`config.mk`:
```
export PLATFORM = sky130hd
export DESIGN_NAME = mul8_arbiter_flat
export DESIGN_NICKNAME = d
export VERILOG_FILES = /design/src/rtl/mul8_arb_pkg.sv /design/src/rtl/mul8_arbiter_if.sv /design/src/rtl/mul8_arbiter_rr_arbiter.sv /design/src/rtl/mul8_arbiter.sv /design/src/flat_wrapper.sv
export SDC_FILE = /design/constraint.sdc
export NUM_CORES = 1
export LEC_CHECK = 0
export BUFFER_PORTS_ARGS = -buffer_cell sky130_fd_sc_hd__buf_4
export CORE_ASPECT_RATIO = 1.75
export CORE_UTILIZATION = 47
export CTS_CLUSTER_DIAMETER = 50
export CTS_CLUSTER_SIZE = 12
export DETAILED_ROUTE_END_ITERATION = 10
export GPL_TIMING_DRIVEN = 0
export PLACE_DENSITY_LB_ADDON = 0.15
export SYNTH_ARGS = -nofsm -noshare
export SYNTH_HDL_FRONTEND = slang
export SYNTH_SLANG_ARGS = --single-unit
```
`constraint.sdc`:
```
create_clock -name clk -period 7.36 [get_ports clk]
set_input_delay 2.208 -clock clk [delete_from_list [all_inputs] [get_ports clk]]
set_output_delay 2.208 -clock clk [all_outputs]
set_load 0.05 [all_outputs]
```
`src/rtl/mul8_arb_pkg.sv`:
```
// Shared types for the mul8_arbiter slice: FSM states, id width and the tag-pipe stage record.
package mul8_arb_pkg;

  localparam int ID_W        = 3;
  localparam int MUL_LAT_DEF = 2;

  typedef enum logic [1:0] {
    ST_IDLE  = 2'd0,
    ST_RUN   = 2'd1,
    ST_DRAIN = 2'd2
  } state_t;

  typedef struct packed {
    logic            vld;
    logic [ID_W-1:0] id;
  } tag_t;

endpackage

```
`src/rtl/mul8_arbiter_if.sv`:
```
// Requester, multiplier and response bus of mul8_arbiter; slave is the arbiter side.
interface mul8_arbiter_if
  import mul8_arb_pkg::*;
#(
  parameter int NREQ = 4
);

  logic [NREQ-1:0]   req_valid_i;
  logic [NREQ*8-1:0] req_a_i;
  logic [NREQ*8-1:0] req_b_i;
  logic [NREQ-1:0]   req_ready_o;
  logic [7:0]        mul_a_o;
  logic [7:0]        mul_b_o;
  logic [7:0]        mul_p_i;
  logic              rsp_valid_o;
  logic [ID_W-1:0]   rsp_id_o;
  logic [7:0]        rsp_p_o;

  modport slave (
    input  req_valid_i, req_a_i, req_b_i, mul_p_i,
    output req_ready_o, mul_a_o, mul_b_o, rsp_valid_o, rsp_id_o, rsp_p_o
  );

  modport master (
    output req_valid_i, req_a_i, req_b_i, mul_p_i,
    input  req_ready_o, mul_a_o, mul_b_o, rsp_valid_o, rsp_id_o, rsp_p_o
  );

endinterface

```
`src/rtl/mul8_arbiter_rr_arbiter.sv`:
```
// Combinational round-robin pick: first valid requester at or after ptr, wrapping modulo NREQ.
module rr_arbiter
  import mul8_arb_pkg::*;
#(
  parameter int NREQ = 4
) (
  input  logic [NREQ-1:0] valid,
  input  logic [ID_W-1:0] ptr,
  output logic [NREQ-1:0] gnt,
  output logic [ID_W-1:0] gnt_id,
  output logic            any_gnt
);

  always_comb begin
    gnt     = '0;
    gnt_id  = '0;
    any_gnt = 1'b0;
    for (int i = 0; i < NREQ; i++) begin
      for (int k = 0; k < NREQ; k++) begin
        if (!any_gnt && valid[k] && (k == (int'(ptr) + i) % NREQ)) begin
          any_gnt = 1'b1;
          gnt[k]  = 1'b1;
          gnt_id  = ID_W'(k);
        end
      end
    end
  end

endmodule

```
`src/rtl/mul8_arbiter.sv`:
```
// Round-robin scheduler sharing one fixed-latency 8-bit multiplier among NREQ requesters.
// Optional build macro MUL8_ARB_STATS_EN adds per-requester saturating grant counters.
//
//   state    | meaning
//   ST_IDLE  | nothing in flight, waiting for en_i
//   ST_RUN   | granting requests while en_i stays high
//   ST_DRAIN | no new grants, waiting for the tag pipe to empty
module mul8_arbiter
  import mul8_arb_pkg::*;
#(
  parameter int NREQ    = 4,
  parameter int MUL_LAT = MUL_LAT_DEF
) (
  input  logic               clk,
  input  logic               rst_n,
  input  logic               en_i,
  output logic               idle_o,
`ifdef MUL8_ARB_STATS_EN
  input  logic               stats_clr_i,
  output logic [NREQ*16-1:0] gnt_cnt_o,
`endif
  mul8_arbiter_if.slave      bus
);

  state_t          state, state_nxt;
  logic            issue_en, xfer, any_vld, pipe_busy;
  logic [NREQ-1:0] gnt;
  logic [ID_W-1:0] gnt_id, ptr;
  logic [7:0]      a_sel, b_sel;
  tag_t            tag [MUL_LAT+1];

  rr_arbiter #(.NREQ(NREQ)) u_rr (
    .valid   (bus.req_valid_i),
    .ptr     (ptr),
    .gnt     (gnt),
    .gnt_id  (gnt_id),
    .any_gnt (any_vld)
  );

  always_comb begin
    pipe_busy = 1'b0;
    for (int s = 0; s <= MUL_LAT; s++) pipe_busy = pipe_busy | tag[s].vld;
  end

  // Grants stop in the very cycle en_i is seen low, not one cycle later.
  always_comb begin
    state_nxt = state;
    issue_en  = 1'b0;
    case (state)
      ST_IDLE:  if (en_i) state_nxt = ST_RUN;
      ST_RUN:   if (!en_i) state_nxt = ST_DRAIN;
                else issue_en = 1'b1;
      ST_DRAIN: if (!pipe_busy) state_nxt = ST_IDLE;
      default:  state_nxt = ST_IDLE;
    endcase
  end

  assign xfer            = issue_en & any_vld;
  assign bus.req_ready_o = issue_en ? gnt : '0;
  assign idle_o          = (state == ST_IDLE);

  always_comb begin
    a_sel = '0;
    b_sel = '0;
    for (int k = 0; k < NREQ; k++) begin
      if (gnt[k]) begin
        a_sel = bus.req_a_i[8*k +: 8];
        b_sel = bus.req_b_i[8*k +: 8];
      end
    end
  end

  always_ff @(posedge clk) begin
    if (!rst_n) begin
      state       <= ST_IDLE;
      ptr         <= '0;
      bus.mul_a_o <= '0;
      bus.mul_b_o <= '0;
    end else begin
      state       <= state_nxt;
      bus.mul_a_o <= xfer ? a_sel : '0;
      bus.mul_b_o <= xfer ? b_sel : '0;
      if (xfer) ptr <= (gnt_id == ID_W'(NREQ-1)) ? '0 : gnt_id + ID_W'(1);
    end
  end

  // Stage MUL_LAT lines up with mul_p_i for the same issue.
  always_ff @(posedge clk) begin
    if (!rst_n) begin
      for (int s = 0; s <= MUL_LAT; s++) tag[s] <= '0;
    end else begin
      tag[0] <= '{vld: xfer, id: gnt_id};
      for (int s = 1; s <= MUL_LAT; s++) tag[s] <= tag[s-1];
    end
  end

  always_ff @(posedge clk) begin
    if (!rst_n) begin
      bus.rsp_valid_o <= 1'b0;
      bus.rsp_id_o    <= '0;
      bus.rsp_p_o     <= '0;
    end else begin
      bus.rsp_valid_o <= tag[MUL_LAT].vld;
      if (tag[MUL_LAT].vld) begin
        bus.rsp_id_o <= tag[MUL_LAT].id;
        bus.rsp_p_o  <= bus.mul_p_i;
      end
    end
  end

`ifdef MUL8_ARB_STATS_EN
  logic [NREQ-1:0][15:0] gnt_cnt;

  assign gnt_cnt_o = gnt_cnt;

  always_ff @(posedge clk) begin
    if (!rst_n || stats_clr_i) begin
      gnt_cnt <= '0;
    end else begin
      for (int k = 0; k < NREQ; k++) begin
        if (xfer && gnt[k] && (gnt_cnt[k] != 16'hFFFF)) gnt_cnt[k] <= gnt_cnt[k] + 16'd1;
      end
    end
  end
`endif

endmodule

```
`src/flat_wrapper.sv`:
```
// flat-port wrapper written by rule: the top's interface ports become plain ports
module mul8_arbiter_flat import mul8_arb_pkg::*;
#(
  parameter int NREQ    = 4,
  parameter int MUL_LAT = MUL_LAT_DEF
)
  (clk, rst_n, en_i, idle_o, bus_req_valid_i, bus_req_a_i, bus_req_b_i, bus_mul_p_i, bus_req_ready_o, bus_mul_a_o, bus_mul_b_o, bus_rsp_valid_o, bus_rsp_id_o, bus_rsp_p_o);
  mul8_arbiter_if #(.NREQ(NREQ)) bus_i ();
  input  logic clk;
  input  logic rst_n;
  input  logic en_i;
  output logic idle_o;
  input wire logic [$bits(bus_i.req_valid_i)-1:0] bus_req_valid_i;
  input wire logic [$bits(bus_i.req_a_i)-1:0] bus_req_a_i;
  input wire logic [$bits(bus_i.req_b_i)-1:0] bus_req_b_i;
  input wire logic [$bits(bus_i.mul_p_i)-1:0] bus_mul_p_i;
  output wire logic [$bits(bus_i.req_ready_o)-1:0] bus_req_ready_o;
  output wire logic [$bits(bus_i.mul_a_o)-1:0] bus_mul_a_o;
  output wire logic [$bits(bus_i.mul_b_o)-1:0] bus_mul_b_o;
  output wire logic [$bits(bus_i.rsp_valid_o)-1:0] bus_rsp_valid_o;
  output wire logic [$bits(bus_i.rsp_id_o)-1:0] bus_rsp_id_o;
  output wire logic [$bits(bus_i.rsp_p_o)-1:0] bus_rsp_p_o;
  assign bus_i.req_valid_i = bus_req_valid_i;
  assign bus_i.req_a_i = bus_req_a_i;
  assign bus_i.req_b_i = bus_req_b_i;
  assign bus_i.mul_p_i = bus_mul_p_i;
  assign bus_req_ready_o = bus_i.req_ready_o;
  assign bus_mul_a_o = bus_i.mul_a_o;
  assign bus_mul_b_o = bus_i.mul_b_o;
  assign bus_rsp_valid_o = bus_i.rsp_valid_o;
  assign bus_rsp_id_o = bus_i.rsp_id_o;
  assign bus_rsp_p_o = bus_i.rsp_p_o;
  mul8_arbiter #(.NREQ(NREQ), .MUL_LAT(MUL_LAT)) u_core (.clk(clk), .rst_n(rst_n), .en_i(en_i), .idle_o(idle_o), .bus(bus_i));
endmodule
```
# After elaboration in Yosys (flattened, before gate mapping)
# Memories as Yosys holds them, arrays and structs flattened.
# Cells that the tools add are included.
# Widths: inputs -> output; s select.
# op_classes
bitwise	9
n_eq_ne	18
addsub	4
n_mux	67
n_reduce_logical	56
# ops
op	count
$logic_not 32->1	4
$mux 8	8
$mux 3	14
$mux 1	36
$logic_and 1x1->1	31
$eq 3x3->1 const A	6
$mux 4	4
$logic_not 1->1	15
$eq 2x3->1 const A	3
$mux 2	4
$ne 2x2->1 const B	3
$pmux 2 s3	1
$reduce_or 2->1	3
$or 1x1->1	5
$add 2x1->2 const B	2
$add 2x2->2 const B	2
$eq 2x2->1 const A	2
$and 1x1->1 const A	3
$eq 3x2->1 const B	1
$reduce_and 3->1	1
$eq 1x2->1 const A	1
$eq 2x1->1 const B	1
$eq 2x2->1 const B	1
$logic_not 2->1	1
other kinds (2)	2
# totals
out_inout_bits	33
ram_bits	12
register_bits	32
wordCells	162
memories	1
in_bits	79
# memory_table
memory	words	word_bits	read_ports	rd_ports_with_merged_regs	wr	line_no	source
u_core.tag	3	4	3	0	3	mul8_arbiter.sv:30	tag_t tag [MUL_LAT+1];

# Depth between registers and ports, before layout
# depth
ltp_word	65
ltp_mapped	8

# Modules after synthesis
# From an unflattened synthesis, not the netlist that was laid out.
# hier_totals
hier_cells	202
area_unflattened_um2	2045.7
# by_module_without_submodules
mod	area_each_um2	cells_each	seq_area_each_um2	n_inst
mul8_arbiter	1885.6	173	900.9	1
rr_arbiter	160.2	29	0.0	1

# Least setup slack after synthesis
# No wires, ideal clock.
# synth_timing
kind	input to output
startpoint	input port bus_req_valid_i[2]
endpoint	output port bus_req_ready_o[0]
cell_stages	7
path_buffers	3
path_slack_ns	1.388
arrival_time_ns	3.764
required_ns	5.152
path_cell_list	buf_4 -> nor2_2 -> a21o_1 -> a32o_1 -> buf_6 -> buf_6 -> nor2b_1
# synth_between
elab_chain_cells	44
elab_cells_between_ends	46
classes_between	mux: 14; reduce/logical: 32
# synth_rtl
item	line_no	source
start, declared	flat_wrapper.sv:13	input wire logic [$bits(bus_i.req_valid_i)-1:0] bus_req_valid_i;
$logic_and 1x1->1 (2 in a row)	mul8_arbiter_rr_arbiter.sv:20	if (!any_gnt && valid[k] && (k == (int'(ptr) + i) % NREQ)) begin
$mux 1	mul8_arbiter_rr_arbiter.sv:20	
$logic_not 1->1	mul8_arbiter_rr_arbiter.sv:20	
$logic_and 1x1->1 (2 in a row)	mul8_arbiter_rr_arbiter.sv:20	
$mux 1	mul8_arbiter_rr_arbiter.sv:20	
$logic_not 1->1	mul8_arbiter_rr_arbiter.sv:20	
$logic_and 1x1->1 (2 in a row)	mul8_arbiter_rr_arbiter.sv:20	
$mux 1	mul8_arbiter_rr_arbiter.sv:20	
[23 not listed]	-	
$mux 1	mul8_arbiter_rr_arbiter.sv:20	
$logic_not 1->1	mul8_arbiter_rr_arbiter.sv:20	
$logic_and 1x1->1 (2 in a row)	mul8_arbiter_rr_arbiter.sv:20	
$mux 1	mul8_arbiter_rr_arbiter.sv:20	
$logic_not 1->1	mul8_arbiter_rr_arbiter.sv:20	
$logic_and 1x1->1 (2 in a row)	mul8_arbiter_rr_arbiter.sv:20	
$mux 1 (*)	mul8_arbiter_rr_arbiter.sv:20	
$mux 4 (*)	mul8_arbiter.sv:59	assign bus.req_ready_o = issue_en ? gnt : '0;
end, declared	flat_wrapper.sv:17	output wire logic [$bits(bus_i.req_ready_o)-1:0] bus_req_ready_o;
# Mark *: on every way between the ends. The rest lies on a longest branch, timed or not.

# Worst setup path in the final report
# layout_timing
startpoint	input port bus_req_valid_i[0]
endpoint	output port bus_req_ready_o[2]
# layout_between
elab_chain_cells	59
elab_cells_between_ends	62
classes_between	mux: 19; reduce/logical: 43
# layout_rtl
item	line_no
$logic_and 1x1->1	mul8_arbiter_rr_arbiter.sv:20
$mux 1	mul8_arbiter_rr_arbiter.sv:20
$logic_not 1->1	mul8_arbiter_rr_arbiter.sv:20
$logic_and 1x1->1 (2 in a row)	mul8_arbiter_rr_arbiter.sv:20
$mux 1	mul8_arbiter_rr_arbiter.sv:20
$logic_not 1->1	mul8_arbiter_rr_arbiter.sv:20
$logic_and 1x1->1 (2 in a row)	mul8_arbiter_rr_arbiter.sv:20
$mux 1	mul8_arbiter_rr_arbiter.sv:20
[39 not listed]	-
$mux 1	mul8_arbiter_rr_arbiter.sv:20
$logic_not 1->1	mul8_arbiter_rr_arbiter.sv:20
$logic_and 1x1->1 (2 in a row)	mul8_arbiter_rr_arbiter.sv:20
$mux 1	mul8_arbiter_rr_arbiter.sv:20
$logic_not 1->1	mul8_arbiter_rr_arbiter.sv:20
$logic_and 1x1->1 (2 in a row)	mul8_arbiter_rr_arbiter.sv:20
$mux 1 (*)	mul8_arbiter_rr_arbiter.sv:20
$mux 4 (*)	mul8_arbiter.sv:59
# Marks and branches as above.

==> reports/qor.csv <==
stage,metric,value,unit
clocking,path_clk_slew,70,ps
timing,worstMarginPinSlew,661.4,ps
min_path,hold_path.class,reg -> reg,
clocking,holdBufCountCts,0,
drt,first_pass_iters,4,
final_layout,final_nets,400,
clocking,root_buffer,clkbuf_8,
place,dpl-instance-area,2804,um^2
critical_path,cp.required,5150,ps
clocking,clock_sinks,40,
power_and_ir_drop,powerDensity,173.3,nW/um^2
drt,wirelength,4979,um
clocking,htreeDepth,2,
clocking,post_cts_resized,0,
synth,synthDominantCellAreaShare,41.59,%
global_route,antenna_found_initial,0,
final_layout,fin_area,2915,um^2
place,dp_hpwl,3899,um
synth,syn_area,1926,um^2
critical_path,r2r_start,u_core.ptr[1]$_SDFFE_PN0P_,
die,die_h,86.68,um
critical_path,cp-start-kind,input port,
synth,ys_types,38,
min_path,min_from,u_core.tag[0][5]$_SDFF_PN0_,
final_layout,post-route-util,74.68,%
clocking,cts_made_buffers,5,
clocking,clock_latency,290,ps
synth,ys_warn_count,0,
timing,drv_slew,0,
place,gp_congestion,0.7424,
die,pin_count,112,
timing,min_period_over_period,78.28,%
synth,synth_cells,205,
critical_path,worst_ep_arrival_time,3550,ps
die,floorplan.die_area,4367,um^2
power_and_ir_drop,peakVddDrop,0.1651,mV
synth,synth_xor_area_share,0,%
die,num_rows,30,
timing,hold_ws,436.0,ps
synth,synthAdderAreaFrac,0,%
critical_path,cp-end-kind,output port,
clocking,cts_tree,built,
timing,finalWorstPathRequiredPeriod,5761,ps
synth,ys.flop_type,dfxtp_1,
synth,synth_common_cells,"40 x dfxtp_1, 25 x nor2_1, 20 x inv_1",
critical_path,critPathKind,in -> out,
synth,synth_compound_gate_area_share,25.67,%
global_route,track_usage,23.68,%
final_layout,antenna_cells,0,
synth,synth-async-reset-ratio,0,%
synth,synthMuxAreaShare,5.198,%
timing,skew,6.257,ps
die,initial_core_util,49.33,%
die,core-area,3904,um^2
global_route,grt_max_degree,14,
timing,tns,0,ps
timing,rsz0062_at_grt,false,
global_route,grt_pass1_wl,7962,um
drt,wire_per_inst,13.46,um
timing,timing.final.ws_setup,1599,ps
synth,synth_top_family_by_area,compound AO/OA/AOI/OAI gates,
job,cap_violations,0,
drt,remaining_drc_errors,0,
timing,fmax,173.6,MHz
final_layout,drive_gt1_share,45.65,%
synth,yosys.area_share.simple,18.00,%
drt,vias_per_cell,5.341,
timing,final_hold_viol_count,0,
place,placed_cells,362,
critical_path,cp_max_fo,10,
synth,postSynthAreaPerCell,9.393,um^2
die,dieWidth,50.39,um
synth,yosysMostFrequentCell,dfxtp_1,
clocking,post-cts-setup-buffers,0,
synth,ys_ff_latch,40,
critical_path,cp-startpoint,bus_req_valid_i[0],
timing,slew_headroom,55.91,%
place,preCtsSetupSlack,1616,ps
synth,synthesis.nets,284,
final_layout,fin_cells,370,
power_and_ir_drop,power.leakage,1.362,nW
status,status,"complete, no violations",
drt,drt-initial-drc-count,48,
place,io_buffers,109,
power_and_ir_drop,report.power.total,0.5052,mW
timing,setup_viol,0,
synth,synthTopCellsByArea,"dfxtp_1 42%, o32ai_1 7.3%, a221oi_2 7.0%, mux2i_1 5.2%, nor2_1 4.9%",
drt,via_count,1976,
clocking,cts_buffer_depth,2,
synth,seq_area_frac_synth,41.59,%
drt,antenna_left,0,
global_route,grt_overflow,0,
final_layout,syn2layout_area_growth,51.40,%
synth,synth.largest_area_cell,dfxtp_1,
global_route,grt_pass1_vias,1927,
synth,synth-edff-count,0,
-- sequential cells by signal (all words and copies together) (netlist names) --
| register | cells |
|---|---|
| u_core.bus.rsp_id_o | 2 |
| u_core.bus.mul_a_o | 8 |
| u_core.bus.mul_b_o | 8 |
| u_core.ptr | 2 |
| u_core.bus.rsp_valid_o | 1 |
| u_core.state | 2 |
| u_core.bus.rsp_p_o | 8 |
| u_core.tag | 9 |
-- kinds of logic (layout without fill, tap and decap cells) --
logic type             Yosys count  after routing
and+or+nand+nor                 64             64
AOI/OAI and AO/OA               55             55
DFF                             40             40
buffers and inverters           35            152
muxes                           10             10
other                            1              1
-- report_power, final --
group	switching, mW	internal, mW
clock network	0.0781	0.100
logic	0.0497	0.0544
registers	0.00188	0.221
total	0.130	0.376
-- per-layer routing --
| metal | vias to the layer above | wire length, um | GRT usage [%] |
|---|---|---|---|
| li1 | 964 | - | - |
| met5 | - | 0 | 0 |
| met2 | 90 | 2738 | 46.79 |
| met1 | 914 | 1743 | 21.46 |
| met4 | 0 | 88 | 9.343 |
| met3 | 8 | 408 | 7.018 |
-- worst max-delay path, cell delays in order --
cell     delay, ps
buf_4          140
or2_1          240
a21oi_1        220
o21ai_2        180
buf_2          230
nor2_1         130
buf_4          210
-- cells in the final DEF (no fill, tap or decap), types with 2 or more instances in the layout --
master,n
a21oi_1,7
buf_4,111
a21oi_2,2
nor2b_1,14
nor2_1,25
o21ai_0,5
nand2b_1,3
clkbuf_1,2
a221oi_1,9
buf_2,5
a221oi_2,9
inv_1,20
nor3_1,2
buf_6,3
o32ai_1,16
and2_1,9
nand2_1,3
clkbuf_8,5
mux2i_1,10
dfxtp_1,40
-- path summary, 6_finish.rpt --
check	endpoint	slack (ps)	cells past startpoint
worst max-delay path	bus_req_ready_o[2]	1600	7
worst min-delay path	u_core.tag[0][9]$_SDFF_PN0_	440	1
worst max register to register	u_core.bus.mul_a_o[4]$_SDFF_PN0_	5510	7
worst min register to register	u_core.tag[0][9]$_SDFF_PN0_	440	1
-- area by class of cell --
type                    instances  area (um^2)
fillers                       321        988.4
multi-input cells             130        944.7
repair buffers                109        818.3
flip-flops and latches         40        800.8
plain buffers                  15        105.1
inverters                      20        75.07
clock buffers                   5        68.82
well taps                      48        60.06
clock inverters                 3        42.54
Power figures use the tool's default switching activity.
